<file path="config.mk">
export PLATFORM = sky130hd
export DESIGN_NAME = pipeline_hazard_ctrl
export DESIGN_NICKNAME = d
export VERILOG_FILES = /design/src/rtl/pipeline_hazard_ctrl.sv
export SDC_FILE = /design/constraint.sdc
export NUM_CORES = 1
export LEC_CHECK = 0
export CORE_MARGIN = 10
export CORE_UTILIZATION = 50
export DETAILED_ROUTE_END_ITERATION = 10
export GPL_TIMING_DRIVEN = 1
export PLACE_DENSITY = 0.9
export SETUP_SLACK_MARGIN = 0.05
export SYNTH_ARGS = -nofsm -noshare
export SYNTH_HDL_FRONTEND = slang
export SYNTH_SLANG_ARGS = --single-unit
</file>
<file path="constraint.sdc">
create_clock -name clk -period 3.21 [get_ports clk]
set_input_delay 0.321 -clock clk [delete_from_list [all_inputs] [get_ports clk]]
set_output_delay 0.321 -clock clk [all_outputs]
set_load 0.02 [all_outputs]
</file>
<file path="src/rtl/pipeline_hazard_ctrl.sv">
// ----------------------------------------------------------------------------
// pipeline_hazard_ctrl
//
// Hazard and forwarding controller for a 5-stage RV32I pipeline. It decodes
// the instruction in IF/ID and keeps a shadow copy of the register usage of
// the EX, MEM and WB stages. From that state it produces the pipeline write
// enables, the ID/EX bubble, the IF/ID flush and the EX operand forwarding
// selects. Saturating counters record load-use stall cycles and flush cycles.
//
// Ports
//   clk               in   pipeline clock, all state changes on rising edge
//   reset             in   synchronous, active-high
//   if_id_instruction in   [31:0] instruction held in IF/ID
//   if_id_valid       in   IF/ID holds a real instruction (0 = bubble)
//   branch_taken_ex   in   branch/jump resolved taken in EX this cycle
//   pc_write          out  PC load enable
//   if_id_write       out  IF/ID load enable
//   if_id_flush       out  turn IF/ID into a NOP on the next edge
//   id_ex_bubble      out  load a NOP into ID/EX on the next edge
//   forward_a         out  [1:0] EX operand A: 00 regfile, 10 EX/MEM, 01 MEM/WB
//   forward_b         out  [1:0] EX operand B, same encoding
//   stall_count       out  [CNT_W-1:0] saturating load-use stall cycle count
//   flush_count       out  [CNT_W-1:0] saturating flush cycle count
//
// Handshake: there is no valid/ready pair; every control output is a
// same-cycle combinational function of the inputs and the shadow state.
// ----------------------------------------------------------------------------
module pipeline_hazard_ctrl #(
    parameter int CNT_W = 16
) (
    input  logic             clk,
    input  logic             reset,
    input  logic [31:0]      if_id_instruction,
    input  logic             if_id_valid,
    input  logic             branch_taken_ex,
    output logic             pc_write,
    output logic             if_id_write,
    output logic             if_id_flush,
    output logic             id_ex_bubble,
    output logic [1:0]       forward_a,
    output logic [1:0]       forward_b,
    output logic [CNT_W-1:0] stall_count,
    output logic [CNT_W-1:0] flush_count
);

    localparam logic [6:0] OP_R      = 7'b0110011;
    localparam logic [6:0] OP_I_ALU  = 7'b0010011;
    localparam logic [6:0] OP_LOAD   = 7'b0000011;
    localparam logic [6:0] OP_STORE  = 7'b0100011;
    localparam logic [6:0] OP_BRANCH = 7'b1100011;
    localparam logic [6:0] OP_JALR   = 7'b1100111;
    localparam logic [6:0] OP_JAL    = 7'b1101111;
    localparam logic [6:0] OP_LUI    = 7'b0110111;
    localparam logic [6:0] OP_AUIPC  = 7'b0010111;

    typedef struct packed {
        logic       valid;
        logic [4:0] rd;
        logic       writes_rd;
        logic       is_load;
        logic [4:0] rs1;
        logic [4:0] rs2;
        logic       uses_rs1;
        logic       uses_rs2;
    } stage_t;

    stage_t id_dec;
    stage_t ex_q, ex_d;
    stage_t mem_q, mem_d;
    stage_t wb_q, wb_d;

    logic [CNT_W-1:0] stall_count_q, stall_count_d;
    logic [CNT_W-1:0] flush_count_q, flush_count_d;

    logic load_use;
    logic stall_event;
    logic flush_event;
    logic bubble_int;
    logic [1:0] fwd_a_raw;
    logic [1:0] fwd_b_raw;

    // ---------------- ID decode ----------------
    always_comb begin
        logic known;
        logic u1;
        logic u2;
        logic wr;
        known  = 1'b1;
        u1     = 1'b0;
        u2     = 1'b0;
        wr     = 1'b0;
        id_dec = '0;
        unique case (if_id_instruction[6:0])
            OP_R:      begin u1 = 1'b1; u2 = 1'b1; wr = 1'b1; end
            OP_I_ALU:  begin u1 = 1'b1; wr = 1'b1; end
            OP_LOAD:   begin u1 = 1'b1; wr = 1'b1; end
            OP_STORE:  begin u1 = 1'b1; u2 = 1'b1; end
            OP_BRANCH: begin u1 = 1'b1; u2 = 1'b1; end
            OP_JALR:   begin u1 = 1'b1; wr = 1'b1; end
            OP_JAL:    wr = 1'b1;
            OP_LUI:    wr = 1'b1;
            OP_AUIPC:  wr = 1'b1;
            default:   known = 1'b0;
        endcase
        if (if_id_valid && known) begin
            id_dec.valid     = 1'b1;
            id_dec.rd        = if_id_instruction[11:7];
            id_dec.rs1       = if_id_instruction[19:15];
            id_dec.rs2       = if_id_instruction[24:20];
            // x0 is hard-wired: reading or writing it never creates a dependency
            id_dec.writes_rd = wr && (if_id_instruction[11:7] != 5'd0);
            id_dec.uses_rs1  = u1 && (if_id_instruction[19:15] != 5'd0);
            id_dec.uses_rs2  = u2 && (if_id_instruction[24:20] != 5'd0);
            id_dec.is_load   = (if_id_instruction[6:0] == OP_LOAD);
        end
    end

    // ---------------- hazard detection ----------------
    always_comb begin
        load_use = ex_q.is_load && (ex_q.rd != 5'd0) &&
                   ((id_dec.uses_rs1 && (id_dec.rs1 == ex_q.rd)) ||
                    (id_dec.uses_rs2 && (id_dec.rs2 == ex_q.rd)));
        // a taken branch squashes the dependent instruction, so its stall is moot
        stall_event = !reset && load_use && !branch_taken_ex;
        flush_event = !reset && branch_taken_ex;
        bubble_int  = stall_event || flush_event;
    end

    always_comb begin
        pc_write     = 1'b1;
        if_id_write  = 1'b1;
        if_id_flush  = 1'b0;
        id_ex_bubble = 1'b0;
        if (flush_event) begin
            if_id_flush  = 1'b1;
            id_ex_bubble = 1'b1;
        end else if (stall_event) begin
            pc_write     = 1'b0;
            if_id_write  = 1'b0;
            id_ex_bubble = 1'b1;
        end
    end

    // ---------------- forwarding ----------------
    always_comb begin
        fwd_a_raw = 2'b00;
        fwd_b_raw = 2'b00;
        if (mem_q.writes_rd && (mem_q.rd != 5'd0) && ex_q.uses_rs1 && (mem_q.rd == ex_q.rs1))
            fwd_a_raw = 2'b10;
        else if (wb_q.writes_rd && (wb_q.rd != 5'd0) && ex_q.uses_rs1 && (wb_q.rd == ex_q.rs1))
            fwd_a_raw = 2'b01;
        if (mem_q.writes_rd && (mem_q.rd != 5'd0) && ex_q.uses_rs2 && (mem_q.rd == ex_q.rs2))
            fwd_b_raw = 2'b10;
        else if (wb_q.writes_rd && (wb_q.rd != 5'd0) && ex_q.uses_rs2 && (wb_q.rd == ex_q.rs2))
            fwd_b_raw = 2'b01;
        forward_a = reset ? 2'b00 : fwd_a_raw;
        forward_b = reset ? 2'b00 : fwd_b_raw;
    end

    // ---------------- next state ----------------
    always_comb begin
        wb_d  = mem_q;
        mem_d = ex_q;
        ex_d  = bubble_int ? '0 : id_dec;

        stall_count_d = stall_count_q;
        flush_count_d = flush_count_q;
        if (stall_event && (stall_count_q != {CNT_W{1'b1}}))
            stall_count_d = stall_count_q + CNT_W'(1);
        if (flush_event && (flush_count_q != {CNT_W{1'b1}}))
            flush_count_d = flush_count_q + CNT_W'(1);
    end

    always_ff @(posedge clk) begin
        if (reset) begin
            ex_q          <= '0;
            mem_q         <= '0;
            wb_q          <= '0;
            stall_count_q <= '0;
            flush_count_q <= '0;
        end else begin
            ex_q          <= ex_d;
            mem_q         <= mem_d;
            wb_q          <= wb_d;
            stall_count_q <= stall_count_d;
            flush_count_q <= flush_count_d;
        end
    end

    assign stall_count = stall_count_q;
    assign flush_count = flush_count_q;

    // Fields carried for observability but not consumed by any decision.
    logic unused_bits;
    assign unused_bits = ^{if_id_instruction[31:25], if_id_instruction[14:12],
                           ex_q.valid, ex_q.writes_rd, mem_q, wb_q};

endmodule

</file>
==> flow_metrics.tcl, run 1 <==
set metrics [dict create \
    ir_drop_v 0.000309 \
    setup_viol 0 \
    drt.antenna.violating_nets 0 \
    ys_ff_latch 63 \
    dp.cells 486 \
    critical_path_buf_inv_count 3 \
    core_area_mm2 0.00599 \
    clock-skew-final_ns 0.00638 \
    drv_slew 0 \
    wl_um 7780 \
    start_util 0.523 \
    antenna_found_initial 0 \
    p_clk_frac 0.468 \
    post-synth-top-area-cell "dfxtp_1" \
    p_leak_nw 1.64 \
    clockBufferDepth 2 \
    dieArea_mm2 0.00984 \
    syn_to_final_growth_pct 31.1 \
    place.port_buffers 65 \
    yosys.area.top_type_share 0.402 \
    finalNonFillerCells 502 \
    initialDrtViolationCount 119 \
    diodes 0 \
    p_sw_frac 0.217 \
    ys.flop_type "dfxtp_1" \
    hold_viol_final 0 \
    cts_max_level 3 \
    gp_congestion 0.836 \
    drive_gt1_frac 0.0867 \
    syn_nets 391 \
    setup-tns-final_ns 0 \
    status "completed" \
    critPathKind "input port to output port" \
    hold_path_class "flop to flop" \
    cpPeakStageDelay_ns 0.61 \
    crit_family "buffers and inverters" \
    grtUsageTotal 0.156 \
    yosysUniqueCellTypes 52 \
    fin_nets 460 \
    met2_length_um 3840 \
    cts_tree "done" \
    fin_ws_ns 0.204 \
    drtPass1Iterations 4 \
    arrival_ns 2.69 \
    routedWlPerCell_um 15.5 \
    synth.most_common_cell "dfxtp_1" \
    clk_pin_slew_worst_paths_ns 0.07 \
    met3WireLength_um 447 \
    fin_hold_ws_ns 0.456 \
    die_w_um 99.2 \
    post_cts_buffers 0 \
    ctsResizeCount 0 \
    synth_area_leaders "dfxtp_1 (40%), xor2_1 (8.7%), nor2_1 (4.8%)" \
    drv_cap 0 \
    grt_max_degree 58 \
    clk_latency_ns 0.34 \
    top_layer "met4" \
    vias 2766 \
    cts_hold_buf 0 \
    synth_edf_count 0 \
    synthArstFlopShare 0 \
    hpwl_um 5860 \
    yosysWarnings 0 \
    cp_cell_sequence "clkdlybuf4s50_1 -> or4_1 -> o211a_1 -> nand3_1 -> o41a_1 -> nor2_1 -> inv_1 -> clkdlybuf4s50_1" \
    power_density_mw_per_mm2 409 \
    fmaxAchievable_ghz 0.333 \
    ys_seq_area_frac 0.402 \
    io_pins 76 \
    drc 0 \
    power_switching_uw 365 \
    cts_root_buffer "clkbuf_8" \
    relSlewSlack 0.615 \
    cts_sinks 63 \
    comb_power_share 0.063 \
    dieHeight_um 99.2 \
    timing.final.crit_share 0.936 \
    finalCriticalPeriod_ns 3.01 \
    rsz0062_at_grt "no" \
    path_common_cell "clkdlybuf4s50_1" \
    row_count 28 \
    worstPathMaxFanout 3 \
    synth_commonest_cells "dfxtp_1 (63), nor2_1 (40), xor2_1 (31), and2_1 (22), nand3_1 (22)" \
    numCtsBuffers 9 \
    p_seq_frac 0.470 \
    wl_met1_um 3320 \
    grt_pass1_vias 2726 \
    grt.overflow.total 0 \
    worst_ep_required_time_ns 2.89 \
    setup.worst_path.end_class "output port" \
    cpMaxStageDelayCell "clkdlybuf4s50_1" \
    grt_pass1_wl_um 12800 \
    place_ws_ns 0.205 \
    intPower_mw 1.32 \
    vias_per_cell 5.51 \
    critPathLaunchType "input port" \
    worstMarginPinSlew_ns 0.574 \
    synthCells 353 \
    avgSynthCellArea_um2 8.88 \
    mappedNetlistArea_mm2 0.00313 \
    total_power_mw 1.68 \
]
==> path summary, 6_finish.rpt <==
kind / start / to / slack (ns) / cells past startpoint
worst max-delay path: if_id_instruction[23] / if_id_write / 0.20 / 8
worst min-delay path: ex_q[13] / mem_q[13] / 0.46 / 1
worst max register to register: stall_count[0] / stall_count[10] / 0.97 / 6
worst min register to register: ex_q[13] / mem_q[13] / 0.46 / 1
==> kinds of logic (layout without fill, tap and decap cells) <==
logic type / count (synthesis) / in the layout / share of synthesized area
AO/OA/AOI/OAI: 38 / 38 / 0.0938
XOR/XNOR: 41 / 41 / 0.115
adder cells (fa/ha/maj): 2 / 2 / 0.00798
buffers and inverters: 20 / 94 / 0.0259
flip-flops: 63 / 63 / 0.402
multiplexers: 8 / 8 / 0.0283
AND/OR/NAND/NOR: 181 / 181 / 0.327
==> worst register-to-register path: cells and delay by family, from the launching register on <==
kind          cells  cell delay (ns)
simple gates      4             1.25
flops             1             0.35
mux               1             0.30
fa+ha+maj         1             0.24
==> sequential cells by signal, summed over array words and instances (netlist names) <==
signal       flops
ex_q            19
flush_count     16
mem_q            6
stall_count     16
wb_q             6
==> layout make-up <==
class / count / area, µm²
fill: 462 / 1880
clock inverter: 5 / 80.1
inverter: 8 / 30.0
tap: 75 / 93.8
timing repair buffer: 70 / 696
multi-input combinational: 270 / 1800
sequential: 63 / 1260
clock buffer: 11 / 151
==> cell usage in the layout, fill, tap and decap left out, types with 2 or more instances in the layout <==
| cell | Yosys | final |
|---|---|---|
| a21oi_1 | 7 | 7 |
| nor4_1 | 7 | 7 |
| and3_1 | 14 | 14 |
| a31oi_1 | 3 | 3 |
| and2_1 | 22 | 22 |
| clkdlybuf4s50_1 | 0 | 64 |
| xor2_1 | 31 | 31 |
| bufinv_16 | 0 | 2 |
| and4_1 | 4 | 4 |
| ha_1 | 2 | 2 |
| clkbuf_8 | 0 | 11 |
| a41o_1 | 3 | 3 |
| nor3b_1 | 3 | 3 |
| nor3_1 | 6 | 6 |
| o21a_1 | 3 | 3 |
| nor2b_1 | 21 | 21 |
| clkinvlp_4 | 0 | 2 |
| inv_1 | 8 | 8 |
| a21o_1 | 2 | 2 |
| a311oi_1 | 3 | 3 |
| buf_4 | 1 | 4 |
| nor2_1 | 40 | 40 |
| xnor2_1 | 10 | 10 |
| dfxtp_1 | 63 | 63 |
| mux2_2 | 6 | 6 |
| nand4_1 | 9 | 9 |
| nand2_1 | 12 | 12 |
| o21ai_0 | 7 | 7 |
| nand3_1 | 22 | 22 |
| or4_1 | 8 | 8 |
| or3_1 | 3 | 3 |
==> metrics by stage <==
step / area (µm²) / util
final: 4110 / 0.686
after global routing: 4110 / 0.686
after CTS: 4100 / 0.685
after detailed placement: 3870 / 0.646
after global placement: 3870 / 0.646
after floorplan: 3130 / -
==> power groups by stage <==
| stage | sequential, mW | clock, mW | combinational, mW |
|---|---|---|---|
| global placement | 0.807 | 0 | 0.101 |
| finish | 0.789 | 0.786 | 0.105 |
| CTS | 0.789 | 0.802 | 0.104 |
| floorplan | 0.809 | 0 | 0.0418 |
| detailed placement | 0.807 | 0 | 0.104 |
| global route | 0.790 | 0.834 | 0.113 |
==> per-layer routing <==
metal / up-vias / track usage
met1: 1269 / 0.180
met2: 96 / 0.261
li1: 1382 / -
met3: 19 / 0.0415
met5: - / 0
met4: 0 / 0.0761
No activity file was read; power rests on OpenSTA's default activity.
==> inputs of run 2 (changes only) <==
CAP_MARGIN = 20   (was default)
==> results of run 2 <==
Same layout as run 1: the final DEF is identical, and so are final timing and power.
